[src/rtl/fetch_stage.sv]
// -----------------------------------------------------------------------------
// fetch_stage
//
// Instruction fetch stage. Holds the program counter, drives the instruction
// memory read and presents the fetched word to the IF/ID register. A taken
// branch/jump redirects the PC; a committed halt stops fetch until reset.
//
// Optional feature (macro FETCH_SKID_BUF_EN):
//   defined   - a one-entry skid buffer catches a word returned while IF/ID is
//               stalled, and fetch parks in HOLD with the memory read disabled.
//   undefined - no buffer; on an IF/ID stall the PC holds and memory is simply
//               re-read, so imemload is re-presented on later cycles.
//
// Parameters:
//   RESET_PC       PC loaded on reset (low two bits forced to zero)
//
// Ports:
//   CLK            clock, rising edge
//   RST            asynchronous active-high reset
//   ihit           imemload is valid this cycle
//   imemload       instruction word from memory
//   enable_IF_ID   IF/ID accepts the presented instruction this cycle
//   redirect       taken branch/jump, load PC from redirect_addr
//   redirect_addr  redirect target (word aligned on load)
//   halt           halt committed, fetch stops until reset
//   iREN           instruction memory read enable
//   imemaddr       current PC
//   instruction    word presented to IF/ID
//   next_imemaddr  imemaddr + 4 (wrapping)
//   valid_IF       instruction/imemaddr/next_imemaddr hold a valid fetch
// -----------------------------------------------------------------------------
// state  | meaning
// FETCH  | reading memory at PC, word passes straight through on ihit
// HOLD   | IF/ID stalled, captured word replayed from buffer, memory idle
//          (present only with FETCH_SKID_BUF_EN)
// HALTED | halt committed, no fetch, left only through reset
// -----------------------------------------------------------------------------
module fetch_stage #(
  parameter logic [31:0] RESET_PC = 32'h0000_0000
) (
  input  logic        CLK,
  input  logic        RST,
  input  logic        ihit,
  input  logic [31:0] imemload,
  input  logic        enable_IF_ID,
  input  logic        redirect,
  input  logic [31:0] redirect_addr,
  input  logic        halt,
  output logic        iREN,
  output logic [31:0] imemaddr,
  output logic [31:0] instruction,
  output logic [31:0] next_imemaddr,
  output logic        valid_IF
);

`ifdef FETCH_SKID_BUF_EN
  typedef enum logic [1:0] {
    FETCH  = 2'd0,
    HOLD   = 2'd1,
    HALTED = 2'd2
  } state_t;
`else
  typedef enum logic [1:0] {
    FETCH  = 2'd0,
    HALTED = 2'd2
  } state_t;
`endif

  localparam logic [31:0] RESET_PC_ALIGNED = {RESET_PC[31:2], 2'b00};

  state_t      state;
  logic [29:0] pc_word;      // PC[31:2]; PC[1:0] is constant zero
  logic [31:0] pc;
  logic [31:0] pc_plus4;
  logic        redirect_take;

  assign pc       = {pc_word, 2'b00};
  assign pc_plus4 = pc + 32'd4;

  // halt wins over redirect; a redirect is ignored once halted
  assign redirect_take = redirect && !halt && (state != HALTED);

`ifdef FETCH_SKID_BUF_EN
  logic [31:0] buffer;
`endif

  always_ff @(posedge CLK or posedge RST) begin
    if (RST) begin
      pc_word <= RESET_PC_ALIGNED[31:2];
      state   <= FETCH;
`ifdef FETCH_SKID_BUF_EN
      buffer  <= 32'h0000_0000;
`endif
    end else if (halt) begin
      state <= HALTED;
    end else if (redirect_take) begin
      // in-flight ihit and any buffered word are dropped
      pc_word <= redirect_addr[31:2];
      state   <= FETCH;
`ifdef FETCH_SKID_BUF_EN
      buffer  <= 32'h0000_0000;
`endif
    end else begin
      case (state)
        FETCH: begin
          if (ihit && enable_IF_ID) begin
            pc_word <= pc_plus4[31:2];
          end
`ifdef FETCH_SKID_BUF_EN
          else if (ihit) begin
            buffer <= imemload;
            state  <= HOLD;
          end
`endif
        end
`ifdef FETCH_SKID_BUF_EN
        HOLD: begin
          if (enable_IF_ID) begin
            pc_word <= pc_plus4[31:2];
            state   <= FETCH;
          end
        end
`endif
        HALTED: begin
          state <= HALTED;
        end
        default: begin
          state <= FETCH;
        end
      endcase
    end
  end

  // Output decode. Outputs are combinational so valid_IF follows ihit with
  // zero latency; reset and halt gate them immediately.
  always_comb begin
    iREN        = 1'b0;
    valid_IF    = 1'b0;
    instruction = imemload;
    case (state)
      FETCH: begin
        iREN     = 1'b1;
        valid_IF = ihit;
      end
`ifdef FETCH_SKID_BUF_EN
      HOLD: begin
        instruction = buffer;
        valid_IF    = 1'b1;
      end
`endif
      default: begin
        iREN     = 1'b0;
        valid_IF = 1'b0;
      end
    endcase
    if (halt) begin
      iREN     = 1'b0;
      valid_IF = 1'b0;
    end
    if (redirect_take) begin
      valid_IF = 1'b0;
    end
    if (RST) begin
      iREN        = 1'b0;
      valid_IF    = 1'b0;
      instruction = 32'h0000_0000;
    end
  end

  assign imemaddr      = pc;
  assign next_imemaddr = pc_plus4;

endmodule

[config.mk]
export PLATFORM = sky130hd
export DESIGN_NAME = fetch_stage
export DESIGN_NICKNAME = d
export VERILOG_FILES = /design/src/rtl/fetch_stage.sv
export SDC_FILE = /design/constraint.sdc
export NUM_CORES = 1
export LEC_CHECK = 0
export ABC_AREA = 1
export CAP_MARGIN = 10
export CORE_UTILIZATION = 30
export DETAILED_ROUTE_END_ITERATION = 16
export GPL_ROUTABILITY_DRIVEN = 0
export MAX_ROUTING_LAYER = met4
export PLACE_DENSITY = 0.75
export SETUP_SLACK_MARGIN = 0.2
export SLEW_MARGIN = 20
export SYNTH_ARGS = -nofsm -noshare
export SYNTH_HDL_FRONTEND = slang
export SYNTH_SLANG_ARGS = --single-unit
[constraint.sdc]
create_clock -name CLK -period 2.8 [get_ports CLK]
set_clock_uncertainty 0.1 [all_clocks]
set_input_delay 0.56 -clock CLK [delete_from_list [all_inputs] [get_ports CLK]]
set_output_delay 0.56 -clock CLK [all_outputs]
set_load 0.01 [all_outputs]
After elaboration in Yosys (flattened, before gate mapping). Index checks and enable logic that the tools add are counted.

Output and inout bits: 98. Register bits after elaboration: 32.

Add/sub/neg operators: 1. Bitwise operators: 1. Equal/unequal tests: 3. Multiplexer cells: 14. Reduce and logical (&&, ||, !) cells: 8.

Operators by type and width (number): 30-bit two-way mux (3); 32-bit by 3-bit adder with 32-bit output (second input constant) (1); 32-bit two-way mux (1); 1-bit two-way mux (7); 2-bit two-way mux (2); 2-bit case mux with 2 select lines (1); 2-bit nonzero test (2); 1-bit logical AND (3); 3-bit != test (second input constant) (1); 3-bit AND reduction (1); 2-bit == test (second input constant) (1); 2-bit zero test (1); 2-bit != test (second input constant) (1); 1-bit zero test (1); 1-bit inverter (1).

Logic depth before layout (Yosys ltp).
Depth in word-level cells: 5. Gate-level depth with buffers: 10.

Least setup slack after synthesis. OpenSTA, ideal clock, no wires.

Path kind: register -> output. From: reg pc_word[0]. To: out next_imemaddr[30]. Setup slack: 751 ps. Stages on the path, launching flop included: 8. Required time: 2140 ps. Arrival time: 1389 ps. Buffers on the path: 0. Cell sequence: dfrtp_1 > ha_1 > nand2_1 > nor2_2 > nand2_4 > nor2_4 > nand3_1 > and2_1.

Cells in the longest elaborated chain, start to end: 1.

Ends and longest elaborated chain: from (decl) (line 72) `logic [29:0] pc_word;`; from (signal assigned) (line 89) `pc_word <= RESET_PC_ALIGNED[31:2];`; from (signal assigned) (line 98) `pc_word <= redirect_addr[31:2];`; from (signal assigned) (line 107) `pc_word <= pc_plus4[31:2];`; 32-bit by 3-bit adder with 32-bit output (line 78) `assign pc_plus4 = pc + 32'd4;`; to (decl) (line 52) `output logic [31:0] next_imemaddr,`.

Every way passes these cells.

Worst setup path in the final report.
From: reg pc_word[0]. To: out next_imemaddr[7].

Same word-level chain as after synthesis.

==> flow_summary.json <==
{
  "synthArstFlopShare": 1.00,
  "hold_viol": 0,
  "cts_sinks": 31,
  "crit_path_start": "pc_word[0]",
  "power.density_nw_per_um2": 342,
  "holdPathStages": 2,
  "synthMuxAreaShare": 0,
  "use_met2": 0.402,
  "drv_cap": 0,
  "fmax_mhz": 384,
  "ant_nets": 0,
  "start_kind": "register",
  "grt_pass1_vias": 3347,
  "ys_types": 26,
  "grt_overflow_total": 0,
  "fin_crit_sh": 0.931,
  "synth_adder_area_share": 0.00467,
  "num_vias": 3390,
  "die_h_microns": 96.5,
  "rrSetupSlack_ns": 1.05,
  "dpl.hpwl_microns": 7540,
  "grt_busiest_layer": "met2",
  "yosysSeqAreaShare": 0.289,
  "rsz0062_at_grt": "true",
  "numCtsBuffers": 5,
  "cts_tree": "built",
  "drt_first_pass_iters": 4,
  "synth_top_family_by_area": "simple AND/OR/NAND/NOR gates",
  "drc": 0,
  "yosys.area.top_type": "dfrtp_1",
  "place_area_sq_um": 4420,
  "met3_usage": 0.0391,
  "hp-class": "reg -> reg",
  "drtIter0Drc": 93,
  "cts_hold_buffers": 0,
  "cpMostUsedCell": "buf_4",
  "cp-end-kind": "primary output",
  "antenna_found_initial": 0,
  "status": "completed",
  "r2r_end": "pc_word[24]",
  "synth_common_cells": "nand2_1, inv_1, nor2_1",
  "dieArea_sq_um": 9320,
  "synth-compound-area-share": 0.0738,
  "drv_slew": 0,
  "setup_viol": 0,
  "critPathKind": "reg -> out",
  "path_depth": 7,
  "holdWs_ns": 0.496,
  "ios": 168,
  "crit_slowest_cell": "clkdlybuf4s50_1",
  "synth_xor_area_frac": 0.0686,
  "wl_per_cell_microns": 13.5,
  "clk_pin_slew_ns": 0.07,
  "diodes": 0,
  "core_sq_um": 8680,
  "via_per_inst": 4.55,
  "netlist_area_sq_um": 2680,
  "yosys_warnings": 0,
  "crit_path_end": "next_imemaddr[7]",
  "finalCriticalPeriod_ns": 2.61,
  "fp-row-count": 34,
  "yosys.area_share.simple": 0.406,
  "portBuffers": 161,
  "r2r_start": "pc_word[1]",
  "syn_avg_cell_area_sq_um": 6.10,
  "synth.area.top_cells": "dfrtp_1, nand2_1, inv_1, nor2_1, xor2_2",
  "syn_inst": 439,
  "grt_start_max_net_pins": 32,
  "area_growth_pct": 79.1,
  "routed_wirelength_microns": 10000,
  "clockBufferDepth": 2,
  "nNetsFinal": 707,
  "h-tree-depth": 2,
  "synth_top_area_frac": 0.289,
  "initial_core_util": 0.309,
  "fin_tns_setup_ns": 0,
  "die_x_microns": 96.5,
  "path_cells": "buf_4 -> buf_4 -> nand3_1 -> nor2_1 -> xor2_1 -> inv_1 -> clkdlybuf4s50_1",
  "power.leakage_nw": 2.46,
  "reg2regPathDepth": 13,
  "grt.total_usage": 0.220,
  "path_max_fanout": 4,
  "synth_edf_count": 0,
  "yosysMostFrequentCell": "nand2_1",
  "synth_ff_type": "dfrtp_1",
  "drive_above_1_share": 0.162,
  "cp_data_required_time_ns": 2.14,
  "ys_seq_elements": 31,
  "clk_latency_ns": 0.29,
  "critPathArrivalTime_ns": 1.95,
  "peakVddDrop_uv": 197,
  "root_buffer": "clkbuf_8",
  "cp_top_family": "buffers and inverters",
  "path_buf_inv": 4,
  "use_met1": 0.244,
  "grt_pass1_wl_microns": 15200,
  "max_stage_delay_ns": 0.47,
  "final_cell_area_sq_um": 4800
}
worst min-delay path, stage by stage, from the launching register on:
cell     delay [ns]
dfrtp_2        0.43
nand2_1        0.07
nand3_1        0.07
metrics by stage:
stage / total power, mW / std cells / setup WS, ns / utilization
2_1_floorplan: 0.847 / 442 / 0.751 / -
3_3_place_gp: 1.26 / 704 / 0.0759 / 0.510
3_5_place_dp: 1.27 / 704 / 0.0376 / 0.510
4_1_cts: 1.63 / 732 / 0.00987 / 0.537
5_1_grt: 1.73 / 745 / 0.0637 / 0.553
6_report: 1.64 / 745 / 0.195 / 0.553
where the power goes:
group          total [mW]  leakage (nW)  switching [mW]  internal [mW]
Clock               0.352        0.0422           0.177          0.174
Combinational       0.715          2.06           0.321          0.394
Sequential          0.575         0.358          0.0716          0.503
area by class of cell:
cell class,instances,area [sq um]
Timing Repair Buffer,202,1890
Sequential cell,31,791
Fill cell,831,3880
Inverter,91,342
Clock inverter,1,5.00
Multi-Input combinational cell,305,1560
Clock buffer,7,76.3
Tap cell,108,135
logic make-up (layout without fill, tap and decap cells):
group	Yosys count	count (layout)
buffers and inverters	106	301
XOR/XNOR	15	15
other	1	4
AO/OA/AOI/OAI	30	30
AND/OR/NAND/NOR	255	255
adder cells (fa/ha/maj)	1	1
flip-flops	31	31
how the worst min path moves through the flow:
stage	from	endpoint	slack, ns
5_1_grt	pc_word[8]	pc_word[8]	0.52
3_5_place_dp	pc_word[1]	pc_word[1]	0.47
3_3_place_gp	pc_word[1]	pc_word[1]	0.47
4_1_cts	pc_word[8]	pc_word[8]	0.50
2_1_floorplan	state[1]	state[1]	0.37
6_report	pc_word[8]	pc_word[8]	0.50
metal layers:
layer | wire (microns) | share of wire | vias to the layer above
li1 | - | - | 1670
met1 | 3990 | 0.40 | 1552
met2 | 5190 | 0.52 | 148
met3 | 628 | 0.063 | 20
met4 | 216 | 0.022 | 0
met5 | 0 | 0 | -
flip-flops by register name, summed over array words and instances (netlist names):
register and cells:
pc_word 30, state 1
cell usage in the layout (no fill, tap or decap):
cell type	synthesis	routed
nand2_1	148	144
clkdlybuf4s50_1	0	135
inv_1	91	91
nor2_1	65	58
buf_4	4	38
nand3_1	22	21
dfrtp_1	31	19
o21ai_0	14	14
dlygate4sd2_1	0	12
dfrtp_2	0	12
nor2_4	6	9
nor2_2	4	8
a22o_1	8	8
xor2_1	7	7
xor2_2	7	7
nand2_2	2	6
o211ai_1	5	5
clkbuf_8	0	5
clkbuf_2	0	5
conb_1	1	4
dlymetal6s2s_1	0	4
and2_1	4	3
clkdlybuf4s15_1	0	3
buf_6	0	3
nand2_4	2	2
clkbuf_1	7	2
buf_2	4	2
o21ai_2	1	1
nor2_8	1	1
nand3_2	0	1
o21ai_1	1	1
and2_4	0	1
xnor2_1	1	1
and3_1	1	1
o22ai_1	1	1
ha_4	0	1
clkinv_2	0	1
repair_timing:
| action | in CTS | in global routing |
|---|---|---|
| buffers inserted | 20 | 13 |
| setup endpoints to repair | 51 | 20 |
| pin swaps | 8 | 15 |
| resized for setup | 44 | 33 |
Note: power is estimated with default switching activity, not from simulation.
